==> config.mk <==
export PLATFORM = sky130hd
export DESIGN_NAME = key_debounce_multi
export DESIGN_NICKNAME = d
export VERILOG_FILES = /design/src/rtl/key_pkg.sv /design/src/rtl/key_debounce_ch.sv /design/src/rtl/key_debounce_multi.sv
export SDC_FILE = /design/constraint.sdc
export NUM_CORES = 1
export LEC_CHECK = 0
export ABC_AREA = 1
export BUFFER_PORTS_ARGS = -buffer_cell sky130_fd_sc_hd__buf_2
export CORE_UTILIZATION = 60
export CTS_BUF_LIST = sky130_fd_sc_hd__clkbuf_4
export CTS_CLUSTER_DIAMETER = 30
export DETAILED_ROUTE_END_ITERATION = 8
export PLACE_DENSITY = 0.82
export SLEW_MARGIN = 20
export SYNTH_ARGS = -nofsm -noshare
export SYNTH_HDL_FRONTEND = slang
export SYNTH_SLANG_ARGS = --single-unit
export TNS_END_PERCENT = 5
==> constraint.sdc <==
create_clock -name clk -period 9.55 [get_ports clk]
set_input_delay 0.4775 -clock clk [delete_from_list [all_inputs] [get_ports clk]]
set_output_delay 0.4775 -clock clk [all_outputs]
set_load 0.005 [all_outputs]
==> src/rtl/key_pkg.sv <==
// Shared types and 50 MHz default timing constants for the multi-key debouncer.
package key_pkg;

  typedef enum logic [1:0] {
    IDLE         = 2'd0,
    PRESS_WAIT   = 2'd1,
    PRESSED      = 2'd2,
    RELEASE_WAIT = 2'd3
  } key_state_t;

  // 20 ms debounce window and 1 s long-press threshold at 50 MHz.
  localparam int unsigned CNT_MAX_DEF  = 999_999;
  localparam int unsigned LONG_MAX_DEF = 49_999_999;

endpackage

==> src/rtl/key_debounce_ch.sv <==
// One debounced key channel: 2-FF synchroniser, debounce FSM, pulse/level/toggle outputs.
// Long-press detection is built only when KEY_LONG_PRESS_EN is defined.
module key_debounce_ch
  import key_pkg::*;
#(
  parameter int unsigned CNT_MAX  = CNT_MAX_DEF,
  parameter int unsigned LONG_MAX = LONG_MAX_DEF
) (
  input  logic clk,
  input  logic rst,
  input  logic key_p,
  output logic key_level,
  output logic press_pulse,
  output logic rel_pulse,
  output logic toggle,
  output logic long_pulse
);

  localparam int unsigned CW = (CNT_MAX < 1) ? 1 : $clog2(CNT_MAX + 1);

  logic [1:0]    sync;
  logic          p;
  key_state_t    state;
  logic [CW-1:0] cnt;
  logic          cnt_done;
  logic          press_fire;

  assign p          = sync[1];
  assign cnt_done   = (cnt == CW'(CNT_MAX));
  assign press_fire = (state == PRESS_WAIT) && p && cnt_done;

  // Input is already polarity-normalised, so reset value 0 means "not pressed".
  always_ff @(posedge clk or posedge rst) begin
    if (rst) sync <= '0;
    else     sync <= {sync[0], key_p};
  end

  always_ff @(posedge clk or posedge rst) begin
    if (rst) begin
      state       <= IDLE;
      cnt         <= '0;
      key_level   <= 1'b0;
      press_pulse <= 1'b0;
      rel_pulse   <= 1'b0;
      toggle      <= 1'b0;
    end else begin
      press_pulse <= 1'b0;
      rel_pulse   <= 1'b0;
      case (state)
        IDLE: begin
          if (p) begin
            state <= PRESS_WAIT;
            cnt   <= '0;
          end
        end
        PRESS_WAIT: begin
          if (!p) begin
            state <= IDLE;
          end else if (cnt_done) begin
            state       <= PRESSED;
            press_pulse <= 1'b1;
            toggle      <= ~toggle;
            key_level   <= 1'b1;
          end else begin
            cnt <= cnt + CW'(1);
          end
        end
        PRESSED: begin
          if (!p) begin
            state <= RELEASE_WAIT;
            cnt   <= '0;
          end
        end
        RELEASE_WAIT: begin
          if (p) begin
            state <= PRESSED;
          end else if (cnt_done) begin
            state     <= IDLE;
            rel_pulse <= 1'b1;
            key_level <= 1'b0;
          end else begin
            cnt <= cnt + CW'(1);
          end
        end
        default: state <= IDLE;
      endcase
    end
  end

`ifdef KEY_LONG_PRESS_EN
  localparam int unsigned LW = (LONG_MAX < 1) ? 1 : $clog2(LONG_MAX + 1);

  logic [LW-1:0] hcnt;
  logic          held;

  assign held = (state == PRESSED) || (state == RELEASE_WAIT);

  // Counter parks at LONG_MAX, so only the next accepted press can re-arm it.
  always_ff @(posedge clk or posedge rst) begin
    if (rst) begin
      hcnt       <= '0;
      long_pulse <= 1'b0;
    end else begin
      long_pulse <= 1'b0;
      if (press_fire) begin
        hcnt <= '0;
      end else if (held && (hcnt != LW'(LONG_MAX))) begin
        hcnt <= hcnt + LW'(1);
        if (hcnt == LW'(LONG_MAX - 1)) long_pulse <= 1'b1;
      end
    end
  end
`else
  logic unused_long;
  assign unused_long = press_fire ^ (LONG_MAX == 0);
  assign long_pulse  = 1'b0;
`endif

endmodule

==> src/rtl/key_debounce_multi.sv <==
// N-channel push-button front end: polarity normalisation plus one key_debounce_ch per key.
// Define KEY_LONG_PRESS_EN to enable the per-channel long_pulse output.
module key_debounce_multi
  import key_pkg::*;
#(
  parameter int unsigned N_KEYS     = 4,
  parameter int unsigned CNT_MAX    = CNT_MAX_DEF,
  parameter bit          ACTIVE_LOW = 1'b1,
  parameter int unsigned LONG_MAX   = LONG_MAX_DEF
) (
  input  logic              clk,
  input  logic              rst,
  input  logic [N_KEYS-1:0] key_in,
  output logic [N_KEYS-1:0] key_level,
  output logic [N_KEYS-1:0] press_pulse,
  output logic [N_KEYS-1:0] rel_pulse,
  output logic [N_KEYS-1:0] toggle,
  output logic [N_KEYS-1:0] long_pulse
);

  logic [N_KEYS-1:0] key_p;

  assign key_p = ACTIVE_LOW ? ~key_in : key_in;

  for (genvar i = 0; i < N_KEYS; i++) begin : g_ch
    key_debounce_ch #(
      .CNT_MAX  (CNT_MAX),
      .LONG_MAX (LONG_MAX)
    ) u_ch (
      .clk         (clk),
      .rst         (rst),
      .key_p       (key_p[i]),
      .key_level   (key_level[i]),
      .press_pulse (press_pulse[i]),
      .rel_pulse   (rel_pulse[i]),
      .toggle      (toggle[i]),
      .long_pulse  (long_pulse[i])
    );
  end

endmodule

* Word level (Yosys, flattened, before mapping) *
Cells that the tools add are included.

storage, ports and cells
  register bits after elaboration = 112
  input bits = 6
  output and inout port bits = 20
  word-level logic and storage cells = 201

cells by class
  add/subtract/negate cells = 4
  equal/unequal tests = 48
  multiplexer cells = 92
  bitwise logic cells = 5
  reduce and logical (&&, ||, !) cells = 24

operators by type and width
  kind                   number
  $mux 20                20
  $pmux 20 s4            4
  $add 20x1->20 const B  4
  $eq 20x20->1 const B   4
  $mux 2                 24
  $mux 1                 36
  $ne 2x1->1 const B     16
  $pmux 2 s4             4
  $reduce_and 4->1       8
  $reduce_and 5->1       4
  $eq 2x2->1 const B     8
  $ne 2x2->1 const B     8
  $ne 3x1->1 const B     4
  $ne 3x3->1 const B     4
  $reduce_and 3->1       4
  $eq 2x1->1 const B     4
  $logic_not 2->1        4
  $pmux 1 s2             4
  $reduce_bool 2->1      4
  $not 1->1              4
  $not 4->4              1

* Logic depth before layout (Yosys ltp) *
Gate-level depths: netlist of run 1.

  depth after elaboration = 4
  depth in mapped cells = 10
  depth with buffers taken out = 10

* Modules after synthesis *
From an unflattened synthesis of run 1, not the netlist that was laid out.

unflattened totals
  cells, all modules = 851
  area, all modules = 6631.4 µm²

modules (own cells, without submodules)
  module                               times used  cells an instance  area each (µm²)  sequential area each (µm²)
  key_debounce_ch at g_ch[0].u_ch ...  3           209                1644.1           700.7
  key_debounce_ch at g_ch[3].u_ch      1           220                1684.1           700.7
  key_debounce_multi                   1           4                  15.0             0.0

* Worst setup path after synthesis of run 1 *
Ideal clock, no wire load.

  path type = register to register
  start = register g_ch[0].u_ch.cnt[0]
  end = register g_ch[0].u_ch.cnt[17]
  library setup time = 119 ps
  arrival time = 1424 ps
  data required time = 9431 ps
  path slack = 8007 ps
  stages on the path, launching flop included = 10
  path buffers = 1
  clock period less this slack = 1543 ps
  cells stage by stage = dfrtp_1 -> ha_1 -> nand3_2 -> nor2_1 -> nand3_2 -> nand2_2 -> buf_6 -> inv_2 -> nand4_1 -> nand2_1

on the way
  cells in the longest elaborated chain, start to end = 4
  elaborated cells between the ends (all ways) = 6
  classes of those cells = 1 x add/sub; 1 x eq/ne; 4 x mux

RTL lines
  element                                               line                                                                 source
  start: declaration                                    key_debounce_ch.sv:24                                                logic [CW-1:0] cnt;
  start signal: assignment                              key_debounce_ch.sv:65                                                cnt <= cnt + CW'(1);
  start signal: assignment                              key_debounce_ch.sv:82                                                cnt <= cnt + CW'(1);
  $add 20x1->20 / $eq 20x20->1 (equally long branches)  key_debounce_ch.sv:65, key_debounce_ch.sv:82, key_debounce_ch.sv:29
  $mux 20 *                                             key_debounce_ch.sv:59, key_debounce_ch.sv:77
  $mux 20, on equally long branches                     key_debounce_ch.sv:75, key_debounce_ch.sv:57
  $pmux 20 s4 *                                         key_debounce_ch.sv:49                                                case (state)

Every way passes the cells marked *; elsewhere a longest branch is shown, timed or not. The select of a mux whose other input is x is not followed.
A chain may end at the register's enable or synchronous reset.

* Worst setup path in the final report of run 1 *
  start = register g_ch[2].u_ch.state[0]
  end = register g_ch[2].u_ch.cnt[19]

on the way
  cells in the longest elaborated chain, start to end = 3
  elaborated cells between the ends (all ways) = 10
  classes of those cells = 7 x eq/ne; 1 x mux; 2 x reduce/logical

RTL lines
  element                                                    line                   source
  start: declaration                                         key_debounce_ch.sv:23  key_state_t state;
  start signal: assignment                                   key_debounce_ch.sv:40  state <= IDLE;
  start signal: assignment                                   key_debounce_ch.sv:52  state <= PRESS_WAIT;
  start signal: assignment                                   key_debounce_ch.sv:58  state <= IDLE;
  $eq 2x1->1, or another cell as far along                   -
  $ne 2x1->1 (no line) / $ne 2x2->1 (equally long branches)  -
  $reduce_and 4->1 (no line)                                 -
  end signal: assignment                                     key_debounce_ch.sv:65
  end signal: assignment                                     key_debounce_ch.sv:82
  end: declaration                                           key_debounce_ch.sv:24

Several ways; a longest one is shown, not always the timed one.

==> results of run 1 <==
## flip-flops by register name (all words and copies together), names as in the netlist, named ones only
name / count
g_ch.u_ch.cnt: 80
g_ch.u_ch.key_level: 4
g_ch.u_ch.press_pulse: 4
g_ch.u_ch.rel_pulse: 4
g_ch.u_ch.state: 4
g_ch.u_ch.sync: 8
g_ch.u_ch.toggle: 4
## worst min-delay path by stage
stage | startpoint | endpoint | slack [ps] | cells after the start
2_1_floorplan | g_ch[0].u_ch.sync[0] | g_ch[0].u_ch.sync[1] | 330 | 0
3_3_place_gp | g_ch[2].u_ch.sync[0] | g_ch[2].u_ch.sync[1] | 330 | 0
3_5_place_dp | g_ch[2].u_ch.sync[0] | g_ch[2].u_ch.sync[1] | 350 | 0
4_1_cts | rst | g_ch[1].u_ch.cnt[12] | 30 | 2
5_1_grt | key_in[1] | g_ch[1].u_ch.sync[0] | 40 | 2
6_report | rst | g_ch[2].u_ch.rel_pulse | 40 | 2
## layer usage
metal	track usage (%)	vias up
met4	9.03	0
li1	-	2844
met2	40.0	113
met3	5.95	22
met5	0	-
met1	34.1	2510
## critical path: cells and delay by family (launching register included)
family	cells	cell delay (ps)
AND/OR/NAND/NOR	7	1040
flip-flops	1	850
buffers and inverters	2	260
## through the flow
step	area [um2]	worst slack (ps)
2_1_floorplan	6500	6110
3_3_place_gp	6530	7440
3_5_place_dp	6530	7330
4_1_cts	6670	7300
5_1_grt	6670	7010
6_report	6670	7300
## cell usage in the layout (no fill, tap or decap), drive strengths merged
| cell type | instances |
|---|---|
| o21ai | 73 |
| and2 | 3 |
| nand4 | 29 |
| a21oi | 1 |
| dfrtp | 112 |
| xor2 | 18 |
| clkinv | 3 |
| clkinvlp | 2 |
| bufinv | 1 |
| nor3 | 9 |
| nand3 | 78 |
| nand3b | 3 |
| conb | 4 |
| nor2 | 127 |
| inv | 82 |
| o211ai | 1 |
| ha | 4 |
| buf | 22 |
| o21bai | 10 |
| clkbuf | 9 |
| xnor2 | 12 |
| nand2 | 294 |
| or2 | 7 |
## cells by family after synthesis
group	Yosys count	synth area share [%]
simple gates	550	36.1
buf+inv	116	8.71
flops	112	43.2
compound gates	85	7.15
xor+xnor	30	4.05
fa+ha+maj	4	0.771
other cells	1	0.0577
## cell usage after synthesis, types with 9 or more instances
master      n
nand4_1    29
o21ai_0    61
nor2_1    124
xor2_1     18
xnor2_1    12
nand2_1   290
dfrtp_1   112
nand3_1    74
buf_4      24
o21bai_1   10
o21ai_1     9
inv_1      76
## layout make-up
type,instances,share of cell area (%)
Inverter,81,4.60
Timing Repair Buffer,22,1.69
Multi-Input combinational cell,673,47.0
Clock buffer,9,1.01
Tap cell,136,2.55
Clock inverter,7,1.07
Sequential cell,112,42.0
## power breakdown
| group | switching [W] | leakage (nW) | internal (W) | total [W] |
|---|---|---|---|---|
| registers | 0.0000125 | 1.53 | 0.000483 | 0.000495 |
| clock network | 0.000155 | 0.0700 | 0.0000798 | 0.000235 |
| logic | 0.0000301 | 1.35 | 0.00000994 | 0.0000401 |
==> results.json, run 1 <==
{
  "ys_seq_area_share_pct": 43.2,
  "cts.sinks": 112,
  "grt_pass1_vias": 5160,
  "fin_skew_ps": 17.2,
  "slew_violations": 0,
  "routed.top_layer": "met4",
  "grt_max_degree": 66,
  "syn_area_per_cell_um2": 7.23,
  "timing.hold.ws_ps": 40.9,
  "met2_length_um": 5930,
  "core_area_um2": 10400,
  "r2r-start": "g_ch[2].u_ch.state[0]",
  "critPathLaunch": "g_ch[2].u_ch.state[0]",
  "post-route-period-util_pct": 23.6,
  "cpMostUsedCell": "nand2_1",
  "r2r_end": "g_ch[2].u_ch.cnt[19]",
  "drt_iter0_markers": 280,
  "async_flop_share_pct": 100,
  "drc_errors": 0,
  "ctsHoldBuffers": 0,
  "clock_path_buffers": 2,
  "die_height_um": 106,
  "multi_input_area_um2": 3140,
  "start_util_pct": 62.3,
  "synth-main-ff-cell": "dfrtp_1",
  "synth_area_leaders": "dfrtp_1, nand2_1, nor2_1",
  "worstPathRequired_ps": 9940,
  "endpoint": "g_ch[2].u_ch.cnt[19]",
  "drv_cap": 0,
  "worstSetupEndpointType": "register",
  "synth_top_area_cell": "dfrtp_1",
  "worst_hold_path_type": "in2async",
  "h-tree-depth": 3,
  "r2r_setup_slack_ps": 7300,
  "status": "finished, final reports clean",
  "rr_worst_depth": 9,
  "final_util_pct": 64.0,
  "finalNonFillerCells": 1040,
  "fillerInstances": 983,
  "cts_setup_buffers": 0,
  "ys_types": 33,
  "rsz0062_at_grt": "false",
  "syn_to_final_growth_pct": 2.68,
  "diodes": 0,
  "slew_headroom_pct": 39.8,
  "p_leak_nw": 2.95,
  "clk_pin_slew_ps": 160,
  "clock_latency_ps": 490,
  "cts_root_buf": "clkbuf_4",
  "rows": 37,
  "syn-cell-area_um2": 6490,
  "cts_made_buffers": 9,
  "cts-resized-gates": 0,
  "final_nets": 909,
  "antenna_found_initial": 0,
  "fin_crit_ps": 2250,
  "grt_remaining_overflow": 0,
  "die_w_um": 106,
  "routedWlPerCell_um": 12.4,
  "slowest_stage": "dfrtp_1",
  "dpl.hpwl_um": 9420,
  "path_class": "reg2reg",
  "postRouteAntennaNets": 0,
  "power_density_nw_per_um2": 116,
  "worstPathArrival_ps": 2640,
  "slowest_delay_ps": 850,
  "routabilityCongestion": 0.925,
  "synthesis.instances": 898,
  "met1Wirelength_um": 6230,
  "worstSetupStartpointType": "register",
  "ios": 26,
  "synth_edf_count": 0,
  "vias": 5489,
  "regArea_um2": 2800,
  "drt_wl_total_um": 12900,
  "die_area_um2": 11200,
  "peakVddDrop_mv": 0.0908,
  "worstMarginPinSlew_ps": 900,
  "hold_viol_final": 0,
  "path_cells": "nand2_1 > inv_1 > nand2_1 > nor2_1 > nand3_1 > nand2_2 > inv_2 > nand4_1 > nand2_1",
  "power_w": 0.000770,
  "vias_per_cell": 5.28,
  "wl_met3_um": 576,
  "setup-violations-final": 0,
  "worst-path-max-fanout": 33,
  "layout-drive-gt1-share_pct": 7.30,
  "max_clock_freq_mhz": 445,
  "synth_warnings": 0,
  "drtPass1Iterations": 5,
  "yosysTopAreaCellShare_pct": 43.2,
  "dp_cells": 1024,
  "grt_first_pass_wirelength_um": 22800,
  "grt_usage_pct": 25.3,
  "ys_seq_elements": 112,
  "port_buffers": 21,
  "tns_ps": 0,
  "tritoncts": "yes"
}
Power figures use the tool's default switching activity.
==> inputs of run 2 (changes only) <==
clock period = 2.2 ns   (was 9.55 ns; I/O delays follow)
==> run 2 against run 1 <==
  * Design area increased by 1.8%
  * Sequential power grew to 4.3 times the previous value
  * First-iteration DRC count down 8.2%
  * Core utilization is 1.2 points higher
  * Critical path depth down 2
  * Hold slack gained 270 ps
  * Fmax up 14%
  * Via count rose by 0.36%
==> results.json, run 2 (same netlist as run 1, synthesis figures left out) <==
{
  "drt_wl_total_um": 12900,
  "drv_cap": 0,
  "max_clock_freq_mhz": 506,
  "regArea_um2": 2800,
  "h-tree-depth": 3,
  "final_cell_area_um2": 6790,
  "rsz0062_at_grt": "false",
  "grt_first_pass_wirelength_um": 22800,
  "cpMostUsedCell": "nand3_1",
  "cts_root_buf": "clkbuf_4",
  "vias": 5509,
  "cts_setup_buffers": 0,
  "grt_pass1_vias": 5130,
  "grt_max_degree": 113,
  "slowest_delay_ps": 460,
  "routedWlPerCell_um": 12.2,
  "clock_path_buffers": 2,
  "post-route-period-util_pct": 89.8,
  "die_height_um": 106,
  "antenna_found_initial": 0,
  "slew_headroom_pct": 61.9,
  "mostFrequentLayoutCells": "nand2_1, nor2_1, dfrtp_1",
  "hold_viol_final": 0,
  "worst_hold_path_type": "in2reg",
  "multi_input_area_um2": 3150,
  "cts.sinks": 112,
  "worstSetupEndpointType": "register",
  "tritoncts": "yes",
  "drtPass1Iterations": 5,
  "postRouteAntennaNets": 0,
  "status": "finished, final reports clean",
  "fillerInstances": 949,
  "ios": 26,
  "fin_crit_ps": 1980,
  "die_area_um2": 11200,
  "worst-path-max-fanout": 19,
  "finalNonFillerCells": 1053,
  "dpl.hpwl_um": 9340,
  "drc_errors": 0,
  "grt_remaining_overflow": 0,
  "die_w_um": 106,
  "worstPathArrival_ps": 2330,
  "layout-drive-gt1-share_pct": 7.74,
  "slowest_stage": "dfrtp_1",
  "clk_pin_slew_ps": 160,
  "power_density_nw_per_um2": 489,
  "worstSetupStartpointType": "register",
  "drt_iter0_markers": 257,
  "worstPathRequired_ps": 2560,
  "r2r_setup_slack_ps": 220,
  "vias_per_cell": 5.23,
  "critPathTopFamily": "simple AND/OR/NAND/NOR gates",
  "grt_usage_pct": 25.1,
  "clock_latency_ps": 470,
  "setup-violations-final": 0,
  "diodes": 0,
  "place_ws_ps": 211,
  "start_util_pct": 62.3,
  "p_leak_nw": 3.01,
  "top_regs": "g_ch.u_ch.cnt (80), g_ch.u_ch.sync (8)",
  "fin_ws_ps": 224,
  "regMostFlops": "g_ch.u_ch.cnt",
  "worstMarginPinSlew_ps": 572,
  "crit_buf_inv": 1,
  "peakVddDrop_mv": 0.529,
  "final_nets": 922,
  "syn_to_final_growth_pct": 4.53,
  "largest_reg_flops": 80,
  "core_area_um2": 10400,
  "path_cells": "ha_1 > nand3_1 > nor2_1 > nand3_1 > nand2_4 > buf_4 > o21ai_0",
  "slew_violations": 0,
  "fin_skew_ps": 23.7,
  "routabilityCongestion": 0.920,
  "tns_ps": 0,
  "port_buffers": 21,
  "placed_cell_area_um2": 6600,
  "layout_commonest_cell": "nand2_1",
  "dp_cells": 1032,
  "path_class": "reg2reg",
  "cts_made_buffers": 9,
  "rows": 37
}
-- run 2: cell count changes in the layout (fill, tap and decap cells not counted), moves of 2 or more --
cell,before,now
nand2_4,2,4
clkinv_1,1,4
dlygate4sd3_1,0,5
buf_4,1,8
nand2_2,2,0
-- run 2: stage by stage --
stage / utilization (%) / hold WS (ps) / power (W)
after floorplan: - / 169 / 0.00233
after global placement: 63.4 / 252 / 0.00237
after detailed placement: 63.4 / 262 / 0.00238
after CTS: 65.1 / 278 / 0.00335
after global routing: 65.2 / 288 / 0.00346
final: 65.2 / 307 / 0.00332
-- run 2: what timing repair did --
item,in CTS,in global routing
resized for setup,0,2
setup endpoints to repair,0,10
hold buffers,5,0
endpoints found under the hold margin,116,0
-- run 2: final timing paths --
| kind | startpoint | to | cells past startpoint |
|---|---|---|---|
| hold / removal | key_in[3] | g_ch[3].u_ch.sync[0] | 3 |
| setup reg to reg | g_ch[2].u_ch.cnt[0] | g_ch[2].u_ch.cnt[12] | 7 |
| setup / recovery | g_ch[2].u_ch.cnt[0] | g_ch[2].u_ch.cnt[12] | 7 |
| max in group asynchronous | rst | g_ch[2].u_ch.cnt[8] | 4 |
| hold reg to reg | g_ch[0].u_ch.sync[0] | g_ch[0].u_ch.sync[1] | 0 |
| min in group asynchronous | rst | g_ch[3].u_ch.cnt[16] | 4 |
-- run 2: layout make-up --
cell class                      instances  area share, %
Tap cell                              136           2.51
Clock inverter                          6          0.737
Inverter                               81           4.53
Timing Repair Buffer                   35           3.47
Sequential cell                       112           41.3
Clock buffer                           10           1.11
Multi-Input combinational cell        673           46.4
-- run 2: report_power, final --
group / switching [W] / internal [W]
Sequential: 0.0000417 / 0.00210
Clock: 0.000631 / 0.000345
Combinational: 0.000146 / 0.0000618
Total: 0.000819 / 0.00250
-- run 2: routing by layer --
metal,track usage [%],vias up,part of all wire [%]
li1,-,2871,-
met1,34.0,2522,49
met2,41.5,103,46
met3,4.48,13,3.7
met4,6.85,0,1.4
met5,0,-,0
-- run 2: worst reg2reg max path: cells and delay by family, from the launching register on --
| family | cells | cell delay (ps) |
|---|---|---|
| AOI/OAI and AO/OA | 1 | 110 |
| DFF | 1 | 460 |
| and+or+nand+nor | 4 | 800 |
| adders and majority gates | 1 | 280 |
| buffers and inverters | 1 | 220 |
==> inputs of run 3 (changes only) <==
CORE_UTILIZATION = 30   (was 60)
PLACE_DENSITY = 0.49   (was 0.82)
==> run 3 against run 2 <==
  * Setup slack gained 7.7 ps
  * Highest routed layer unchanged
  * Critical path type unchanged
  * Flip-flop and latch count unchanged
  * Clock skew shrank 9.2 ps
  * Hold slack worse by 69 ps
  * Clock power is 2% lower
  * Clock-buffer cell count grew 1
  * Routed wire length grew 14%
  * Non-clock buffer count grew 2
  * Critical path depth did not move
==> results.json, run 3 (same netlist as run 1, synthesis figures left out) <==
{
  "start_util_pct": 30.7,
  "clock_power_share_pct": 29.0,
  "hold_viol_final": 0,
  "worst_hold_path_type": "in2async",
  "slew_violations": 0,
  "grt_first_pass_wirelength_um": 25500,
  "mostFrequentLayoutCells": "nand2_1, nor2_1, dfrtp_1",
  "dpl.hpwl_um": 10700,
  "syn_to_final_growth_pct": 7.51,
  "port_buffers": 21,
  "drc_errors": 0,
  "drtPass1Iterations": 6,
  "comb_power_share_pct": 6.5,
  "grt_pass1_vias": 5206,
  "power_w": 0.00332,
  "fin_ws_ps": 232,
  "largest_reg_flops": 80,
  "rows": 53,
  "clk_pin_slew_ps": 170,
  "seqPwrFrac_pct": 64.5,
  "place_ws_ps": 227,
  "final_cell_area_um2": 6980,
  "drt_wl_total_um": 14700,
  "drv_cap": 0,
  "placed_cell_area_um2": 6800,
  "tns_ps": 0,
  "endpoint": "g_ch[0].u_ch.cnt[13]",
  "swShare_pct": 27.0,
  "r2r_setup_slack_ps": 230,
  "vias_per_cell": 4.58,
  "r2r-start": "g_ch[0].u_ch.cnt[0]",
  "power_density_nw_per_um2": 475,
  "critPathLaunch": "g_ch[0].u_ch.cnt[0]",
  "vias": 5479,
  "path_class": "reg2reg",
  "layout_commonest_cell": "nand2_1",
  "die_area_um2": 22200,
  "drt_iter0_markers": 304,
  "worst-path-max-fanout": 14,
  "final_nets": 924,
  "h-tree-depth": 3,
  "cts.sinks": 112,
  "fin_skew_ps": 14.5,
  "die_w_um": 149,
  "post-route-period-util_pct": 89.5,
  "switchingPower_w": 0.000894,
  "peakVddDrop_mv": 0.187,
  "worstSetupEndpointType": "register",
  "layout-drive-gt1-share_pct": 8.27,
  "core_area_um2": 21200,
  "clock_latency_ps": 480,
  "worstSetupStartpointType": "register",
  "fin_crit_ps": 1970,
  "grt_remaining_overflow": 0,
  "clock_path_buffers": 2,
  "worstPathRequired_ps": 2580,
  "rsz0062_at_grt": "false",
  "routedWlPerCell_um": 12.3,
  "cts_root_buf": "clkbuf_4",
  "regMostFlops": "g_ch.u_ch.cnt",
  "die_height_um": 149,
  "setup-violations-final": 0,
  "grt_usage_pct": 14.3,
  "top_regs": "g_ch.u_ch.cnt (80), g_ch.u_ch.sync (8)",
  "max_clock_freq_mhz": 508,
  "cts_made_buffers": 9,
  "power.internal_w": 0.00242,
  "grt_max_degree": 72,
  "p_leak_nw": 3.02,
  "rr_worst_depth": 7,
  "r2r_end": "g_ch[0].u_ch.cnt[13]",
  "tritoncts": "yes",
  "antenna_found_initial": 1,
  "final_util_pct": 33.0,
  "ios": 26,
  "postRouteAntennaNets": 0,
  "routabilityCongestion": 0.855,
  "worstPathArrival_ps": 2340,
  "status": "finished, final reports clean"
}
-- run 3: cell types whose count changed in the layout (fill, tap and decap cells not counted), sizes merged --
cell      delta
clkinv       -2
clkinvlp     +1
diode        +2
bufinv       -1
inv          +1
buf          +2
clkbuf       +1
-- run 3: area by class of cell --
| type | count | area, um2 |
|---|---|---|
| tap | 275 | 344 |
| clock buffer | 11 | 82.6 |
| timing repair buffer | 37 | 263 |
| fill | 2228 | 14200 |
| clock inverter | 5 | 32.5 |
| antenna | 2 | 5.00 |
| multi-input combinational | 673 | 3140 |
| inverter | 81 | 308 |
| sequential | 112 | 2800 |
-- run 3: critical path, stage by stage (launching register included) --
cell and delay, ps:
dfrtp_1 500, ha_1 300, nand3_2 180, nor2_1 180, nand3_2 160, nand2_2 210
buf_4 220, o21ai_0 110
-- run 3: through the flow --
step	hold slack [ps]	std cells
floorplan	169	901
global placement	223	1173
detailed placement	226	1173
CTS	194	1194
global route	207	1196
finish	238	1196
-- run 3: power groups by stage --
stage	clock, W	combinational, W	sequential (W)
after floorplan	0	0.000163	0.00217
after global placement	0	0.000215	0.00218
after detailed placement	0	0.000215	0.00218
after CTS	0.00103	0.000223	0.00214
after global routing	0.00110	0.000251	0.00215
final	0.000961	0.000216	0.00214
-- run 3: metal layers --
layer  up-vias  share of wire (%)  track usage, %
met4         0                1.0            4.59
met2        89                 46            23.4
met3        12                3.4            2.94
met5         -                  0               0
met1      2495                 49            18.8
li1       2883                  -               -
-- run 3: worst min-delay path by stage --
stage / slack, ps / start / cells past startpoint / to
global placement: 220 / rst / 3 / g_ch[3].u_ch.cnt[6]
global route: 210 / rst / 4 / g_ch[3].u_ch.cnt[6]
detailed placement: 230 / rst / 3 / g_ch[3].u_ch.cnt[6]
floorplan: 170 / key_in[0] / 1 / g_ch[0].u_ch.sync[0]
finish: 240 / rst / 4 / g_ch[3].u_ch.cnt[9]
CTS: 190 / rst / 4 / g_ch[3].u_ch.cnt[6]
-- run 3: what timing repair did --
action / 4_1_cts / 5_1_grt
resized for setup: 0 / 2
setup buffers: 0 / 0
endpoints found under the setup margin: 0 / 4
hold buffers: 5 / 0
hold endpoints to repair: 116 / 0
